<file path="src/rtl/sar_adc_ctrl_pkg.sv">
// Shared definitions for the SAR ADC controller: default sizing and FSM state encoding.
package sar_adc_ctrl_pkg;
    localparam int DEF_WIDTH       = 7;
    localparam int DEF_CMP_LATENCY = 2;

    typedef enum logic [2:0] {
        S_IDLE   = 3'd0,
        S_TRIAL  = 3'd1,
        S_WAIT   = 3'd2,
        S_DECIDE = 3'd3,
        S_DONE   = 3'd4
    } state_t;
endpackage

</file>
<file path="src/rtl/sar_adc_if.sv">
// System and comparator-side signals of the SAR controller; slave = controller view.
interface sar_adc_if #(
    parameter int WIDTH = sar_adc_ctrl_pkg::DEF_WIDTH
);
    logic             start;
    logic             cmp_result;
    logic [WIDTH-1:0] cmp_code;
    logic             busy;
    logic             done;
    logic [WIDTH-1:0] dout;

    modport slave (
        input  start, cmp_result,
        output cmp_code, busy, done, dout
    );

    modport master (
        output start, cmp_result,
        input  cmp_code, busy, done, dout
    );
endinterface

</file>
<file path="src/rtl/sar_adc_ctrl.sv">
// Successive-approximation controller: binary search MSB->LSB against a comparator
// with registered latency, presenting trial-1 because the comparator tests ">=".
module sar_adc_ctrl
    import sar_adc_ctrl_pkg::*;
#(
    parameter int WIDTH       = DEF_WIDTH,
    parameter int CMP_LATENCY = DEF_CMP_LATENCY
) (
    input logic      clk,
    input logic      rst,
    sar_adc_if.slave bus
);
    localparam int IW = (WIDTH > 1) ? $clog2(WIDTH) : 1;
    localparam int CW = $clog2(CMP_LATENCY + 1);
    localparam logic [IW-1:0] IDX_MSB   = IW'(WIDTH - 1);
    localparam logic [CW-1:0] WAIT_LAST = CW'(CMP_LATENCY - 1);

    state_t           state;
    logic [IW-1:0]    idx;
    logic [CW-1:0]    cnt;
    logic [WIDTH-1:0] result;
    logic [WIDTH-1:0] bit_mask;
    logic [WIDTH-1:0] trial;
    logic [WIDTH-1:0] kept;

    assign bit_mask = WIDTH'(1) << idx;
    assign trial    = result | bit_mask;
    // result already carries the trial bit; a 1 from the comparator means trial > input
    assign kept     = bus.cmp_result ? (result & ~bit_mask) : result;

    always_ff @(posedge clk) begin
        if (rst) begin
            state        <= S_IDLE;
            idx          <= '0;
            cnt          <= '0;
            result       <= '0;
            bus.cmp_code <= '0;
            bus.dout     <= '0;
            bus.busy     <= 1'b0;
            bus.done     <= 1'b0;
        end else begin
            bus.done <= 1'b0;
            case (state)
                S_IDLE: begin
                    if (bus.start) begin
                        state    <= S_TRIAL;
                        idx      <= IDX_MSB;
                        result   <= '0;
                        bus.busy <= 1'b1;
                    end
                end
                S_TRIAL: begin
                    result       <= trial;
                    bus.cmp_code <= trial - WIDTH'(1);
                    cnt          <= '0;
                    state        <= S_WAIT;
                end
                S_WAIT: begin
                    if (cnt == WAIT_LAST) begin
                        cnt   <= '0;
                        state <= S_DECIDE;
                    end else begin
                        cnt <= cnt + 1'b1;
                    end
                end
                S_DECIDE: begin
                    result <= kept;
                    if (idx == '0) begin
                        bus.dout <= kept;
                        bus.done <= 1'b1;
                        state    <= S_DONE;
                    end else begin
                        idx   <= idx - 1'b1;
                        state <= S_TRIAL;
                    end
                end
                S_DONE: begin
                    bus.busy <= 1'b0;
                    state    <= S_IDLE;
                end
                default: state <= S_IDLE;
            endcase
        end
    end
endmodule

</file>
<file path="src/flat_wrapper.sv">
// flat-port wrapper written by rule: the top's interface ports become plain ports
module sar_adc_ctrl_flat import sar_adc_ctrl_pkg::*;
#(
    parameter int WIDTH       = DEF_WIDTH,
    parameter int CMP_LATENCY = DEF_CMP_LATENCY
)
  (clk, rst, bus_start, bus_cmp_result, bus_cmp_code, bus_busy, bus_done, bus_dout);
  sar_adc_if #(.WIDTH(WIDTH)) bus_i ();
  input logic clk;
  input logic rst;
  input wire logic [$bits(bus_i.start)-1:0] bus_start;
  input wire logic [$bits(bus_i.cmp_result)-1:0] bus_cmp_result;
  output wire logic [$bits(bus_i.cmp_code)-1:0] bus_cmp_code;
  output wire logic [$bits(bus_i.busy)-1:0] bus_busy;
  output wire logic [$bits(bus_i.done)-1:0] bus_done;
  output wire logic [$bits(bus_i.dout)-1:0] bus_dout;
  assign bus_i.start = bus_start;
  assign bus_i.cmp_result = bus_cmp_result;
  assign bus_cmp_code = bus_i.cmp_code;
  assign bus_busy = bus_i.busy;
  assign bus_done = bus_i.done;
  assign bus_dout = bus_i.dout;
  sar_adc_ctrl #(.WIDTH(WIDTH), .CMP_LATENCY(CMP_LATENCY)) u_core (.clk(clk), .rst(rst), .bus(bus_i));
endmodule
</file>
<file path="config.mk">
export PLATFORM = sky130hd
export DESIGN_NAME = sar_adc_ctrl_flat
export DESIGN_NICKNAME = d
export VERILOG_FILES = /design/src/rtl/sar_adc_ctrl_pkg.sv /design/src/rtl/sar_adc_if.sv /design/src/rtl/sar_adc_ctrl.sv /design/src/flat_wrapper.sv
export SDC_FILE = /design/constraint.sdc
export NUM_CORES = 1
export LEC_CHECK = 0
export ABC_AREA = 1
export CORE_MARGIN = 2
export CORE_UTILIZATION = 35
export CTS_BUF_LIST = sky130_fd_sc_hd__clkbuf_4 sky130_fd_sc_hd__clkbuf_8
export DETAILED_ROUTE_END_ITERATION = 10
export PLACE_DENSITY_LB_ADDON = 0.05
export SLEW_MARGIN = 20
export SYNTH_ARGS = -nofsm -noshare
export SYNTH_HDL_FRONTEND = slang
export SYNTH_SLANG_ARGS = --single-unit
export TNS_END_PERCENT = 10
</file>
<file path="constraint.sdc">
create_clock -name clk -period 2.4 [get_ports clk]
set_clock_uncertainty 0.2 [all_clocks]
set_input_delay 0.6 -clock clk [delete_from_list [all_inputs] [get_ports clk]]
set_output_delay 0.6 -clock clk [all_outputs]
set_load 0.02 [all_outputs]
</file>
==> results.json, run 1 <==
{
  "clk_latency_ns": 0.29,
  "yosysWarnings": 0,
  "cap_violations": 0,
  "syn_to_final_growth_pct": 20.7,
  "stdcell_count": 291,
  "synth_top_family_by_area": "simple AND/OR/NAND/NOR gates",
  "rsz0062_at_grt": "no",
  "leakage_nw": 0.798,
  "grt_antenna_before_repair": 0,
  "dpl-instance-area_um2": 1810,
  "path_cells": "inv_1 -> ha_1 -> inv_1 -> nor2_1 -> nor2_2 -> ha_1 -> nand3_1 -> nor2_1 -> nand3_1 -> o21ai_1 -> nor2_1",
  "fin_area_um2": 1900,
  "final_nets": 248,
  "yosys_register_bits": 31,
  "hold_violations": 0,
  "slew_headroom_pct": 76.1,
  "diodes": 0,
  "port_buffers": 19,
  "arrival_ns": 2.11,
  "clk_path_buf_depth": 2,
  "synth.avg_cell_area_um2": 7.31,
  "cts-hold-fix-buffers": 0,
  "first_global_vias": 1208,
  "crit_family": "simple AND/OR/NAND/NOR gates",
  "finalCritPeriodShare_pct": 88.4,
  "grt_max_degree": 18,
  "critPathSlowestCell": "dfxtp_1",
  "synthXorXnorAreaFrac_pct": 0,
  "path_max_fanout": 6,
  "drc_errors": 0,
  "cellPowerDensity_nw_per_um2": 894,
  "required_ns": 2.39,
  "path_buf_inv": 2,
  "status": "complete, no violations",
  "htree_levels": 2,
  "grt_pass1_wl_um": 5760,
  "coreArea_um2": 4350,
  "synth_cell_type_count": 27,
  "overflow": 0,
  "path_common_cell": "nor2_1",
  "tns_ns": 0,
  "fp.dieW_um": 71.0,
  "max_freq_mhz": 471,
  "die_area_um2": 5040,
  "cts_tree": "yes",
  "place_inst": 283,
  "numCtsBuffers": 5,
  "routedWlPerCell_um": 11.8,
  "synth-simple-area-share_pct": 26.8,
  "gp_congestion": 0.807,
  "start_util_pct": 36.1,
  "synth_compound_area_share_pct": 18.6,
  "routed_via_density": 4.57,
  "cts_sinks": 31,
  "yosysSeqAreaShare_pct": 39.5,
  "io-pin-count": 20,
  "postLayoutCoreUtil_pct": 43.6,
  "drive_gt1_share_pct": 16.3,
  "hpwlAfterDp_um": 2580,
  "post-route-min-period_ns": 2.12,
  "ir_drop_uv": 239,
  "netlist_area_um2": 1570,
  "report.final.slew_viol_count": 0,
  "antenna_left": 0,
  "synth_cells": 215,
  "cts_root_buf": "clkbuf_8",
  "fp-row-count": 24,
  "synthAdderAreaFrac_pct": 4.78,
  "layout_commonest_cell": "nand2_1",
  "dr.pass1.iters": 4,
  "wirelength_um": 3420,
  "die_y_um": 71.0,
  "layout_common_cells": "nand2_1 (37), dfxtp_1 (31), inv_1 (28), nor2_1 (26), clkdlybuf4s50_1 (19)",
  "setup_viol": 0,
  "tightestPinTransition_ns": 0.355,
  "synth.area.mux_share_pct": 0,
  "crit_type": "flop to flop",
  "critPathMaxStageDelay_ns": 0.37,
  "worstHoldPathType": "flop to flop",
  "drtIter0Drc": 97,
  "end_kind": "flop",
  "post_cts_buffers": 0,
  "syn_nets": 225,
  "track_usage_pct": 14.9,
  "setup.worst_path.start_class": "flop",
  "clk_pin_slew_ns": 0.06,
  "vias": 1329,
  "cts-resized-gates": 0
}
-- metal layers --
metal  part of all wire (%)  GRT usage, %  wire length, um
met1                     54          20.6             1840
met2                     40          20.4             1360
met3                    4.4          5.13              150
met4                    2.1          7.76               73
met5                      0             0                0
-- layout make-up --
class,instances,area (um^2)
well taps,52,65.1
flip-flops and latches,31,621
inverters,34,129
clock inverters,1,5.00
multi-input cells,145,788
fillers,475,2460
repair buffers,21,205
clock buffers,7,83.8
-- Yosys cell counts, drive strengths merged --
master	count	area share [%]
dfxtp	31	39
nand2	42	11
nor2	35	10
clkbuf	3	0.72
clkinv	1	0.32
buf	2	1.4
o21a	1	0.48
ha	6	4.8
nand4	1	0.40
o21ai	17	5.7
a21oi	17	5.4
inv	33	7.9
or2	3	1.2
a211oi	8	5.1
o22ai	3	1.2
nand3	9	3.2
a31oi	2	0.80
nor4	1	0.40
-- registers in the layout (all words and copies together) (netlist names) --
signal / count
u_core.bus.busy: 1
u_core.bus.cmp_code: 7
u_core.bus.done: 1
u_core.bus.dout: 7
u_core.cnt: 2
u_core.idx: 3
u_core.result: 7
u_core.state: 3
-- worst register-to-register path, stage by stage (launching register included) --
cell and delay [ns]:
dfxtp_1 0.37, inv_1 0.10, ha_1 0.23, inv_1 0.06, nor2_1 0.07, nor2_2 0.23, ha_1 0.21, nand3_1 0.10
nor2_1 0.18, nand3_1 0.11, o21ai_1 0.13, nor2_1 0.05
-- kinds of logic after synthesis --
family | Yosys count
compound gates | 48
simple gates | 91
flops | 31
buf+inv | 39
fa+ha+maj | 6
-- metrics by stage --
step | hold slack [ns] | worst slack (ns) | total power, mW
2_1_floorplan | 0.223 | 0.445 | 1.12
3_3_place_gp | 0.238 | 0.321 | 1.30
3_5_place_dp | 0.250 | 0.268 | 1.30
4_1_cts | 0.257 | 0.267 | 1.73
5_1_grt | 0.299 | 0.0316 | 1.83
6_report | 0.258 | 0.277 | 1.70
-- power breakdown --
part / total [mW] / leakage, nW / internal [mW] / switching [mW]
sequential: 0.640 / 0.253 / 0.584 / 0.0559
clock: 0.418 / 0.0491 / 0.226 / 0.192
combinational: 0.638 / 0.496 / 0.236 / 0.402
-- worst paths after layout --
path	from	endpoint	slack [ns]	cells after the start
setup / recovery	u_core.idx[0]	u_core.bus.cmp_code[6]	0.28	11
hold / removal	u_core.cnt[1]	u_core.cnt[1]	0.26	2
setup reg to reg	u_core.idx[0]	u_core.bus.cmp_code[6]	0.28	11
hold reg to reg	u_core.cnt[1]	u_core.cnt[1]	0.26	2
(Power assumes the default switching activity.)
==> run 2: changes to the inputs <==
--- a/config.mk
+++ b/config.mk
@@ -9,6 +9,7 @@
 export CORE_MARGIN = 2
 export CORE_UTILIZATION = 35
 export CTS_BUF_LIST = sky130_fd_sc_hd__clkbuf_4 sky130_fd_sc_hd__clkbuf_8
+export CTS_CLUSTER_SIZE = 24
 export DETAILED_ROUTE_END_ITERATION = 10
 export PLACE_DENSITY_LB_ADDON = 0.05
 export SLEW_MARGIN = 20
==> results of run 2 <==
No change in the layout: final DEF, timing and power equal those of run 1.
==> run 3: changes to the inputs <==
--- a/config.mk
+++ b/config.mk
@@ -11,7 +11,9 @@
 export CTS_BUF_LIST = sky130_fd_sc_hd__clkbuf_4 sky130_fd_sc_hd__clkbuf_8
 export CTS_CLUSTER_SIZE = 24
 export DETAILED_ROUTE_END_ITERATION = 10
+export GPL_TIMING_DRIVEN = 0
 export PLACE_DENSITY_LB_ADDON = 0.05
+export SKIP_CTS_REPAIR_TIMING = 1
 export SLEW_MARGIN = 20
 export SYNTH_ARGS = -nofsm -noshare
 export SYNTH_HDL_FRONTEND = slang
==> results.json, run 3 (same netlist as run 1, synthesis figures left out) <==
{
  "status": "complete, no violations",
  "power.total_mw": 1.77,
  "ir_drop_uv": 334,
  "track_usage_pct": 15.7,
  "syn_to_final_growth_pct": 22.5,
  "fin_area_um2": 1930,
  "layout_commonest_cell": "nand2_1",
  "end_kind": "flop",
  "routedWlPerCell_um": 12.2,
  "clk_path_buf_depth": 2,
  "drtIter0Drc": 78,
  "port_buffers": 18,
  "finalCritPeriodShare_pct": 90.4,
  "final_nets": 250,
  "fp.dieW_um": 71.0,
  "fp-row-count": 24,
  "setup.worst_path.start_class": "flop",
  "hpwlAfterDp_um": 2650,
  "post-route-min-period_ns": 2.17,
  "gp_congestion": 0.811,
  "reg_top3": "u_core.bus.cmp_code: 7 flops, u_core.bus.dout: 7 flops, u_core.result: 7 flops",
  "routed_via_density": 4.70,
  "overflow": 0,
  "worstHoldPathType": "flop to flop",
  "tns_ns": 0,
  "max_freq_mhz": 461,
  "dp_slack_ns": 0.148,
  "clk_latency_ns": 0.28,
  "numCtsBuffers": 5,
  "rsz0062_at_grt": "no",
  "coreArea_um2": 4350,
  "drive_gt1_share_pct": 16.2,
  "drc_errors": 0,
  "clk_pin_slew_ns": 0.07,
  "slew_headroom_pct": 53.9,
  "start_util_pct": 36.1,
  "cts_root_buf": "clkbuf_8",
  "tightestPinTransition_ns": 0.691,
  "diodes": 0,
  "grt_antenna_before_repair": 0,
  "wirelength_um": 3570,
  "grt_max_degree": 11,
  "leakage_nw": 0.808,
  "die_y_um": 71.0,
  "arrival_ns": 2.15,
  "htree_levels": 2,
  "cts_tree": "yes",
  "dr.pass1.iters": 4,
  "postLayoutCoreUtil_pct": 44.2,
  "dpl-instance-area_um2": 1820,
  "cellPowerDensity_nw_per_um2": 920,
  "die_area_um2": 5040,
  "first_global_vias": 1265,
  "setup_slack_ns": 0.231,
  "antenna_left": 0,
  "grt_pass1_wl_um": 6020,
  "cts_sinks": 31,
  "io-pin-count": 20,
  "hold_violations": 0,
  "required_ns": 2.38,
  "report.final.slew_viol_count": 0,
  "vias": 1376,
  "layout_common_cells": "nand2_1 (37), dfxtp_1 (31), inv_1 (28), nor2_1 (26), clkdlybuf4s50_1 (18)",
  "crit_type": "flop to flop",
  "path_max_fanout": 6,
  "cap_violations": 0,
  "setup_viol": 0
}
-- run 3: changes by cell type in the layout (fill, tap and decap cells not counted), sizes merged --
cell,before,now
clkdlybuf4s50,19,18
clkinv,2,1
clkbuf,7,11
-- run 3: area by class of cell --
type | instances | area (um^2)
Inverter | 34 | 129
Buffer | 5 | 33.8
Clock buffer | 8 | 104
Timing Repair Buffer | 18 | 180
Sequential cell | 31 | 621
Fill cell | 454 | 2430
Multi-Input combinational cell | 145 | 793
Tap cell | 52 | 65.1
-- run 3: critical path: stages (launching register included) --
cell and delay, ns:
dfxtp_1 0.38, inv_1 0.11, ha_1 0.24, inv_1 0.06, nor2_1 0.09, nor2_4 0.19, ha_1 0.19, nand3_1 0.10
nor2_1 0.21, nand3_1 0.13, o21ai_1 0.13, nor2_1 0.04
-- run 3: final timing paths --
path,to,cells past startpoint,slack (ns),from
worst max-delay path,u_core.bus.cmp_code[6],11,0.23,u_core.idx[0]
worst min-delay path,u_core.cnt[1],2,0.25,u_core.cnt[1]
worst max register to register,u_core.bus.cmp_code[6],11,0.23,u_core.idx[0]
worst min register to register,u_core.cnt[1],2,0.25,u_core.cnt[1]
-- run 3: metrics by stage --
step,cells,hold WS (ns)
detailed placement,285,0.244
CTS,293,0.255
finish,293,0.248
floorplan,215,0.223
global route,293,0.288
global placement,285,0.244
-- run 3: where the power goes --
group / internal [mW] / switching [mW] / total, mW
registers: 0.584 / 0.0582 / 0.642
logic: 0.244 / 0.413 / 0.656
clock network: 0.273 / 0.199 / 0.472
-- run 3: per-layer routing --
| layer | wire length [um] | GRT usage (%) | vias up |
|---|---|---|---|
| met5 | 0 | 0 | - |
| met4 | 73 | 6.71 | 0 |
| met3 | 158 | 4.56 | 9 |
| met2 | 1470 | 23.3 | 26 |
| met1 | 1870 | 21.2 | 600 |
| li1 | - | - | 741 |
==> variant, RTL diff (flow settings as in run 3) <==
Re-encode `state_t` (5 states) as one-hot, 5 bits wide.
--- a/src/rtl/sar_adc_ctrl_pkg.sv
+++ b/src/rtl/sar_adc_ctrl_pkg.sv
@@ -4,10 +4,10 @@
     localparam int DEF_CMP_LATENCY = 2;
 
-    typedef enum logic [2:0] {
-        S_IDLE   = 3'd0,
-        S_TRIAL  = 3'd1,
-        S_WAIT   = 3'd2,
-        S_DECIDE = 3'd3,
-        S_DONE   = 3'd4
+    typedef enum logic [4:0] {
+        S_IDLE   = 5'b00001,
+        S_TRIAL  = 5'b00010,
+        S_WAIT   = 5'b00100,
+        S_DECIDE = 5'b01000,
+        S_DONE   = 5'b10000
     } state_t;
 endpackage
Check against the original RTL: no difference found for any inputs over 10 cycles, from zero or initial values and one cycle with rst high; not proved beyond that.
==> variant against run 3 <==
Sequential power down 3.7%; routed wire length is 11% higher; final area is 10% higher; setup slack improved by 0.10 ns; area after synthesis increased by 11%; total power shrank 2.3%; count of clock-buffer cells in the layout fell by 1; sequential share of layout area shrank 1.1 points; sequential cell count increased by 2; worst hold slack worse by 0.019 ns; core utilization grew 0.43 points; maximum frequency grew 4.8%; critical endpoint unchanged.
==> variant: results <==
{
  "first_pass_grt_wire_length_um": 6134,
  "internal_power_w": 0.001134,
  "nMultiInputCombCells": 167,
  "pwr.group.combinational_w": 0.000549,
  "dr.first_iter.drc_count": 55,
  "multiInputGateArea_um2": 902.1,
  "globalRouteMet2Util": 0.2498,
  "wl_met2_um": 1850,
  "run_status": "finished clean",
  "ir_drop_uv": 399.7,
  "global_route.usage.total": 0.1510,
  "hold_end": "u_core.cnt[1]",
  "sequential_fraction_of_total_cell_area": 0.3111,
  "totalWireLength_um": 3975,
  "final_layout_size_suffix_gt1_frac": 0.1336,
  "synth_nets": 246,
  "first_global_vias": 1380,
  "synth.top_cells.by_area": "sky130_fd_sc_hd__dfxtp_1 (38%), sky130_fd_sc_hd__nor2_1 (9.7%), sky130_fd_sc_hd__nand2_1 (8.4%), sky130_fd_sc_hd__a21oi_1 (6.0%), sky130_fd_sc_hd__inv_1 (5.6%)",
  "final_min_period_over_clock_period": 0.8622,
  "routed_wire_length_per_instance_um": 12.08,
  "cp_data_arrival_time_ns": 2.07,
  "floorplan.tapcells": 67,
  "power.share.switching": 0.3445,
  "hpwlAfterDp_um": 2938,
  "worst_pin_slew_ns": 0.6462,
  "layout.clock.cell_area_share": 0.05657,
  "fillCellCount": 518,
  "numPlacedInstances": 321,
  "detailedPlace.worstSlack_ns": 0.2870,
  "fin_nets": 271,
  "clkSinkCount": 33,
  "syn_avg_cell_area_um2": 7.369,
  "global_placer_s_final_weighted_congestion": 0.7753,
  "routing_usage_on_met1": 0.1829,
  "gr-usage-met3": 0.04472,
  "dpl_cell_area_um2": 2003,
  "synthesis_to_layout_area_growth_pct": 22.09,
  "total_leakage_power_nw": 0.8523,
  "synthTopCellsByCount": "sky130_fd_sc_hd__nor2_1 (45), sky130_fd_sc_hd__nand2_1 (39), sky130_fd_sc_hd__dfxtp_1 (33), sky130_fd_sc_hd__inv_1 (26), sky130_fd_sc_hd__a21oi_1 (21)",
  "clockBufferCount": 7,
  "hold_start": "u_core.cnt[1]"
}
variant: kinds of logic (layout without fill, tap and decap cells):
logic type	Yosys count	count (layout)	share of synthesized area
compound gates	43	43	0.1468
flops	33	33	0.3799
xor+xnor	2	2	0.01007
buf+inv	36	62	0.1014
simple gates	116	116	0.3187
fa+ha+maj	6	6	0.04316
variant: worst max-delay path, stage by stage (launching register included):
cell                      delay (ns)
sky130_fd_sc_hd__dfxtp_1        0.39
sky130_fd_sc_hd__inv_1          0.11
sky130_fd_sc_hd__ha_1           0.26
sky130_fd_sc_hd__nand2_4        0.11
sky130_fd_sc_hd__inv_1          0.05
sky130_fd_sc_hd__nor2_2         0.24
sky130_fd_sc_hd__ha_1           0.31
sky130_fd_sc_hd__nand3_1        0.10
sky130_fd_sc_hd__nand2_1        0.06
sky130_fd_sc_hd__nand3_1        0.07
sky130_fd_sc_hd__nand2_1        0.06
sky130_fd_sc_hd__inv_1          0.04
